`config.mk`:
```
export PLATFORM = sky130hd
export DESIGN_NAME = arcade_input_conditioner
export DESIGN_NICKNAME = d
export VERILOG_FILES = /design/src/rtl/input_cond_pkg.sv /design/src/rtl/btn_debounce.sv /design/src/rtl/arcade_input_conditioner.sv
export SDC_FILE = /design/constraint.sdc
export NUM_CORES = 1
export LEC_CHECK = 0
export ABC_AREA = 1
export BUFFER_PORTS_ARGS = -buffer_cell sky130_fd_sc_hd__buf_2
export CAP_MARGIN = 20
export CORE_MARGIN = 2
export CORE_UTILIZATION = 30
export CTS_CLUSTER_DIAMETER = 40
export CTS_CLUSTER_SIZE = 12
export DETAILED_ROUTE_END_ITERATION = 6
export PLACE_DENSITY_LB_ADDON = 0.12
export SYNTH_ARGS = -nofsm -noshare
export SYNTH_HDL_FRONTEND = slang
export SYNTH_SLANG_ARGS = --single-unit
```
`constraint.sdc`:
```
create_clock -name clk_sys -period 7 [get_ports clk_sys]
set_input_delay 0.35 -clock clk_sys [delete_from_list [all_inputs] [get_ports clk_sys]]
set_output_delay 0.35 -clock clk_sys [all_outputs]
set_load 0.1 [all_outputs]
```
`src/rtl/input_cond_pkg.sv`:
```
// Shared definitions for the arcade input conditioner.
//   - Bit positions of the merged player controls.
//   - Coin shaper FSM state type.
//   - Default timing values for a 40 MHz system clock.
//   - SOCD resolution helper for one axis.
package input_cond_pkg;

  localparam int unsigned NUM_BTN    = 8;
  localparam int unsigned BTN_R      = 0;
  localparam int unsigned BTN_L      = 1;
  localparam int unsigned BTN_D      = 2;
  localparam int unsigned BTN_U      = 3;
  localparam int unsigned BTN_FIRE   = 4;
  localparam int unsigned BTN_START1 = 5;
  localparam int unsigned BTN_START2 = 6;
  localparam int unsigned BTN_COIN   = 7;

  localparam int unsigned DEF_DB_CYCLES  = 40000;     // 1 ms
  localparam int unsigned DEF_COIN_PULSE = 2000000;   // 50 ms
  localparam int unsigned DEF_COIN_GAP   = 4000000;   // 100 ms
  localparam int unsigned DEF_COMBO_HOLD = 20000000;  // 0.5 s

  localparam int unsigned DB_CNT_W    = 16;
  localparam int unsigned COIN_CNT_W  = 23;
  localparam int unsigned COMBO_CNT_W = 25;

  typedef enum logic [1:0] {
    IDLE  = 2'd0,
    PULSE = 2'd1,
    GAP   = 2'd2
  } coin_state_t;

  // pressed[0] is the first direction of the axis (R or D), pressed[1] the opposite one.
  // last_hi = 1 means pressed[1] had the most recent rising edge.
  function automatic logic [1:0] socd_resolve(input logic [1:0] pressed,
                                              input logic       mode,
                                              input logic       last_hi);
    logic [1:0] res;
    res = pressed;
    if (pressed == 2'b11) begin
      if (!mode)        res = 2'b00;
      else if (last_hi) res = 2'b10;
      else              res = 2'b01;
    end
    return res;
  endfunction

endpackage

```
`src/rtl/btn_debounce.sv`:
```
// Single-button synchroniser and debouncer.
//   clk_i   : system clock
//   rst_ni  : asynchronous active-low reset
//   raw_i   : raw asynchronous button level
//   deb_o   : debounced level (changes after DbCycles stable synchronised cycles)
//   rise_o  : one-cycle strobe, high in the first cycle deb_o reads 1
module btn_debounce
  import input_cond_pkg::*;
#(
  parameter int unsigned DbCycles = DEF_DB_CYCLES
) (
  input  logic clk_i,
  input  logic rst_ni,
  input  logic raw_i,
  output logic deb_o,
  output logic rise_o
);

  logic [1:0]          sync_q;
  logic [DB_CNT_W-1:0] cnt_q, cnt_d;
  logic                deb_q, deb_d;
  logic                rise_q, rise_d;

  always_comb begin
    cnt_d = '0;
    deb_d = deb_q;
    if (sync_q[1] != deb_q) begin
      if (cnt_q == DB_CNT_W'(DbCycles - 1)) begin
        deb_d = sync_q[1];
        cnt_d = '0;
      end else begin
        cnt_d = cnt_q + DB_CNT_W'(1);
      end
    end
    rise_d = deb_d & ~deb_q;
  end

  always_ff @(posedge clk_i or negedge rst_ni) begin
    if (!rst_ni) begin
      sync_q <= 2'b00;
      cnt_q  <= '0;
      deb_q  <= 1'b0;
      rise_q <= 1'b0;
    end else begin
      sync_q <= {sync_q[0], raw_i};
      cnt_q  <= cnt_d;
      deb_q  <= deb_d;
      rise_q <= rise_d;
    end
  end

  assign deb_o  = deb_q;
  assign rise_o = rise_q;

endmodule

```
`src/rtl/arcade_input_conditioner.sv`:
```
// Conditions merged player controls for the berzerk core.
//   clk_sys   : 40 MHz system clock
//   reset_n   : asynchronous active-low reset (released synchronously inside)
//   in_raw    : raw buttons {coin, start2, start1, fire, U, D, L, R}
//   socd_mode : 0 = opposing directions cancel, 1 = last pressed wins
//   combo_en  : enables the Start1+Fire coin combo
//   out_btn   : conditioned buttons, bit 7 is the shaped coin pulse
//   coin_busy : coin shaper not idle
//   coin_drop : one-cycle strobe when a coin request is discarded
module arcade_input_conditioner
  import input_cond_pkg::*;
#(
  parameter int unsigned DB_CYCLES  = DEF_DB_CYCLES,
  parameter int unsigned COIN_PULSE = DEF_COIN_PULSE,
  parameter int unsigned COIN_GAP   = DEF_COIN_GAP,
  parameter int unsigned COMBO_HOLD = DEF_COMBO_HOLD
) (
  input  logic                 clk_sys,
  input  logic                 reset_n,
  input  logic [NUM_BTN-1:0]   in_raw,
  input  logic                 socd_mode,
  input  logic                 combo_en,
  output logic [NUM_BTN-1:0]   out_btn,
  output logic                 coin_busy,
  output logic                 coin_drop
);

  // Reset: asserts asynchronously, releases two clocks after reset_n rises.
  logic [1:0] rst_sync_q;
  logic       rst_n;

  always_ff @(posedge clk_sys or negedge reset_n) begin
    if (!reset_n) rst_sync_q <= 2'b00;
    else          rst_sync_q <= {rst_sync_q[0], 1'b1};
  end

  assign rst_n = rst_sync_q[1];

  logic [NUM_BTN-1:0] deb;
  logic [NUM_BTN-1:0] rise;

  for (genvar i = 0; i < NUM_BTN; i++) begin : g_deb
    btn_debounce #(
      .DbCycles(DB_CYCLES)
    ) u_btn_debounce (
      .clk_i  (clk_sys),
      .rst_ni (rst_n),
      .raw_i  (in_raw[i]),
      .deb_o  (deb[i]),
      .rise_o (rise[i])
    );
  end

  logic unused_sig;
  assign unused_sig = ^{rise[BTN_START2:BTN_FIRE], deb[BTN_COIN]};

  // SOCD: remember which side of each axis rose last. A same-cycle tie keeps the old owner.
  logic       last_h_q, last_h_d;
  logic       last_v_q, last_v_d;
  logic [6:0] btn_q, btn_d;

  always_comb begin
    last_h_d = last_h_q;
    if (rise[BTN_R] && !rise[BTN_L])      last_h_d = 1'b0;
    else if (rise[BTN_L] && !rise[BTN_R]) last_h_d = 1'b1;

    last_v_d = last_v_q;
    if (rise[BTN_D] && !rise[BTN_U])      last_v_d = 1'b0;
    else if (rise[BTN_U] && !rise[BTN_D]) last_v_d = 1'b1;

    // Use the next-state memory so a fresh press wins in the same cycle it appears.
    btn_d = {deb[BTN_START2], deb[BTN_START1], deb[BTN_FIRE],
             socd_resolve(deb[BTN_U:BTN_D], socd_mode, last_v_d),
             socd_resolve(deb[BTN_L:BTN_R], socd_mode, last_h_d)};
  end

  // Start1+Fire combo: one request per hold, counter parks at its terminal value.
  logic                   combo_active;
  logic                   combo_fire;
  logic [COMBO_CNT_W-1:0] combo_cnt_q, combo_cnt_d;
  logic                   combo_done_q, combo_done_d;

  assign combo_active = combo_en & deb[BTN_START1] & deb[BTN_FIRE];

  always_comb begin
    combo_cnt_d  = '0;
    combo_done_d = 1'b0;
    combo_fire   = 1'b0;
    if (combo_active) begin
      combo_cnt_d  = combo_cnt_q;
      combo_done_d = combo_done_q;
      if (combo_cnt_q != COMBO_CNT_W'(COMBO_HOLD - 1)) begin
        combo_cnt_d = combo_cnt_q + COMBO_CNT_W'(1);
      end else if (!combo_done_q) begin
        combo_fire   = 1'b1;
        combo_done_d = 1'b1;
      end
    end
  end

  // Coin shaper with a single pending slot.
  logic                  coin_req;
  coin_state_t           state_q, state_d;
  logic [COIN_CNT_W-1:0] coin_cnt_q, coin_cnt_d;
  logic                  pending_q, pending_d;
  logic                  drop_q, drop_d;

  assign coin_req = rise[BTN_COIN] | combo_fire;

  always_comb begin
    state_d    = state_q;
    coin_cnt_d = coin_cnt_q;
    pending_d  = pending_q;
    drop_d     = 1'b0;

    unique case (state_q)
      IDLE: begin
        if (coin_req || pending_q) begin
          state_d    = PULSE;
          coin_cnt_d = '0;
          // A fresh request landing while the slot is consumed refills it.
          pending_d  = pending_q & coin_req;
        end
      end
      PULSE: begin
        if (coin_cnt_q == COIN_CNT_W'(COIN_PULSE - 1)) begin
          state_d    = GAP;
          coin_cnt_d = '0;
        end else begin
          coin_cnt_d = coin_cnt_q + COIN_CNT_W'(1);
        end
      end
      GAP: begin
        if (coin_cnt_q == COIN_CNT_W'(COIN_GAP - 1)) begin
          state_d    = IDLE;
          coin_cnt_d = '0;
        end else begin
          coin_cnt_d = coin_cnt_q + COIN_CNT_W'(1);
        end
      end
      default: begin
        state_d    = IDLE;
        coin_cnt_d = '0;
      end
    endcase

    if (state_q != IDLE && coin_req) begin
      if (!pending_q) pending_d = 1'b1;
      else            drop_d    = 1'b1;
    end
  end

  always_ff @(posedge clk_sys or negedge rst_n) begin
    if (!rst_n) begin
      last_h_q     <= 1'b0;
      last_v_q     <= 1'b0;
      btn_q        <= '0;
      combo_cnt_q  <= '0;
      combo_done_q <= 1'b0;
      state_q      <= IDLE;
      coin_cnt_q   <= '0;
      pending_q    <= 1'b0;
      drop_q       <= 1'b0;
    end else begin
      last_h_q     <= last_h_d;
      last_v_q     <= last_v_d;
      btn_q        <= btn_d;
      combo_cnt_q  <= combo_cnt_d;
      combo_done_q <= combo_done_d;
      state_q      <= state_d;
      coin_cnt_q   <= coin_cnt_d;
      pending_q    <= pending_d;
      drop_q       <= drop_d;
    end
  end

  assign out_btn   = {(state_q == PULSE), btn_q};
  assign coin_busy = (state_q != IDLE);
  assign coin_drop = drop_q;

endmodule

```
==> impl_metrics.yaml <==
run_status:
  status: "finished, final reports clean"
setup_path:
  crit_chain: "nand3_1 -> inv_1 -> nand4_4 -> nand4_4 -> inv_2 -> nand2_1 -> nand2_1"
  worstPathArrival_ns: 3.16
  path_class: "reg -> reg"
  r2r_end: "coin_cnt_q[19]"
  slowest_stage: "inv_2"
  end_kind: "flip-flop"
  endpoint: "coin_cnt_q[19]"
  max_stage_delay_ns: 0.50
  path_max_fanout: 30
  r2r_start: "g_deb[4].u_btn_debounce.deb_o"
  start_kind: "flip-flop"
  r2r_cells: 7
  rrSetupSlack_ns: 4.33
  crit_required_ns: 7.49
  timing.critical_path.from: "g_deb[4].u_btn_debounce.deb_o"
sta:
  fin_skew_ns: 0.0229
  clock.fmax_ghz: 0.375
  rsz0062_at_grt: "false"
  tns_ns: 0
  finalCriticalPeriod_ns: 2.67
  hold_violations: 0
  tightest_slew_ns: 0.878
  post-route-period-util: 0.381
  relSlewSlack: 0.415
  whs_ns: 0.0832
  slew_violations: 0
  setup_viol: 0
cts:
  cts_resized: 0
  cts_root_buf: "clkbuf_16"
  hold_buffers: 9
  clk-insertion-delay-late_ns: 0.56
  cts_buffers: 46
  clkTransAtPathRegs_ns: 0.05
  h-tree-depth: 2
  clockBufferDepth: 3
  cts_sinks: 221
  cts_tree: "built"
  postCtsSetupBuffers: 0
layout:
  diodes: 0
  drive_gt1_frac: 0.0940
  most-common-layout-cells: "nand2_1 (325), nor2_1 (226), dfrtp_1 (220)"
  utilization: 0.367
  num-nets-final: 1552
  final_common_cell: "nand2_1"
  fill_cells: 3945
  area_growth_pct: 20.9
place:
  io_buffer_count: 21
  gp_congestion: 0.829
  hpwl_um: 17300
power_and_ir_drop:
  p_total_w: 0.00362
  power_density_mw_per_mm2: 263
  ir_drop_v: 0.000175
  leakagePower_nw: 6.07
global_route:
  grtUsageTotal: 0.139
  grt_overflow: 0
  antenna_found_initial: 0
  grtUsageMet1: 0.191
  grtUsageMet3: 0.0268
  met2_usage: 0.211
  grt_max_degree: 161
  grt_pass1_wl_um: 45400
  grt_pass1_vias: 9373
  top_usage_layer: "met2"
logic_synthesis:
  synth-main-ff-cell: "dfrtp_1"
  ys_warn_count: 0
  syn_nets: 1486
  synth_seq_area_share: 0.486
  syn_avg_cell_area_um2: 7.80
  syn_inst: 1460
  ys_seq_elements: 221
  synth_edf_count: 0
  async_flop_share: 1.00
  netlist_area_mm2: 0.0114
  ys_types: 43
die:
  start_util: 0.304
  rows: 71
  die_x_um: 199
  die_area_mm2: 0.0395
  fp.dieH_um: 199
  core_area_mm2: 0.0375
  num_io_pins: 22
job:
  maxCapViolCount: 0
route:
  vias: 9376
  finalWirelength_um: 25600
  drc: 0
  first_pass_iters: 5
  wl_per_cell_um: 12.4
  drtIter0Drc: 425
  drtAntennaViolNets: 0
  viasPerCell: 4.52
worst_hold_path:
  hp-class: "in -> reg"
==> metrics by stage <==
stage / setup slack, ns / instances / area (um2)
floorplan: 0.385 / 1460 / 11400
global placement: 4.42 / 1980 / 12100
detailed placement: 4.29 / 1980 / 12100
CTS: 4.27 / 2075 / 13800
global route: 4.05 / 2075 / 13800
finish: 4.33 / 2075 / 13800
==> cells in the mapped netlist, drive strengths merged (3+ instances only) <==
master	count	area [um2]
nand2	329	1250
nor2	240	956
dfrtp	221	5530
inv	190	713
nand3	115	588
nor3	82	415
a21oi	61	305
o21ai	50	250
nand4	42	293
xor2	34	298
ha	14	175
nor3b	10	80.1
nor4	10	68.8
xnor2	10	87.6
buf	8	70.1
o21a	7	52.6
a211oi	6	45.0
clkbuf	5	18.8
nand3b	5	37.5
or2	4	25.0
a31oi	3	18.8
mux2	3	33.8
==> flip-flops by register name, indices dropped and copies added, names as in the netlist <==
name,cells
g_deb.u_btn_debounce.cnt_q,128
combo_cnt_q,25
coin_cnt_q,23
g_deb.u_btn_debounce.sync_q,16
g_deb.u_btn_debounce.deb_o,8
btn_q,7
g_deb.u_btn_debounce.rise_o,5
rst_sync_q,2
state_q,2
coin_drop,1
combo_done_q,1
last_h_q,1
last_v_q,1
pending_q,1
==> layout make-up <==
class / count / area (um2) / share of cell area
timing repair buffer: 31 / 215 / 0.0156
clock inverter: 36 / 404 / 0.0293
multi-input combinational: 1036 / 5060 / 0.367
sequential: 221 / 5530 / 0.402
clock buffer: 50 / 1210 / 0.0876
tap: 511 / 639 / 0.0464
inverter: 190 / 713 / 0.0518
==> logic make-up after synthesis <==
group,share of synthesized area
xor+xnor,0.0338
flops,0.486
compound gates,0.0645
other cells,0.000329
fa+ha+maj,0.0154
buf+inv,0.0704
mux,0.00297
simple gates,0.327
==> worst max-delay path: cells and delay by family (launching register included) <==
family / cells / cell delay, ns
DFF: 1 / 0.41
buffers and inverters: 2 / 0.93
and+or+nand+nor: 5 / 1.25
==> layer usage <==
layer,wire length [um],vias to the layer above
li1,-,4895
met1,13000,4314
met2,11000,115
met3,906,52
met4,754,0
met5,0,-
==> worst min path at each step <==
stage                          from       endpoint  slack, ns  depth (start not counted)
after floorplan             reset_n  rst_sync_q[0]       0.05                          0
after global placement      reset_n  rst_sync_q[0]       0.14                          1
after detailed placement    reset_n  rst_sync_q[0]       0.14                          1
after CTS                 socd_mode       btn_q[3]       0.04                          3
after global routing      socd_mode       btn_q[3]       0.08                          3
final                     socd_mode       btn_q[3]       0.08                          3
==> report_power, final <==
| part | total, W | leakage, nW | internal [W] | switching [W] |
|---|---|---|---|---|
| clock network | 0.00224 | 0.780 | 0.00146 | 0.000784 |
| registers | 0.00131 | 3.01 | 0.00130 | 0.0000169 |
| logic | 0.0000667 | 2.28 | 0.0000203 | 0.0000464 |
Power figures use the tool's default switching activity.
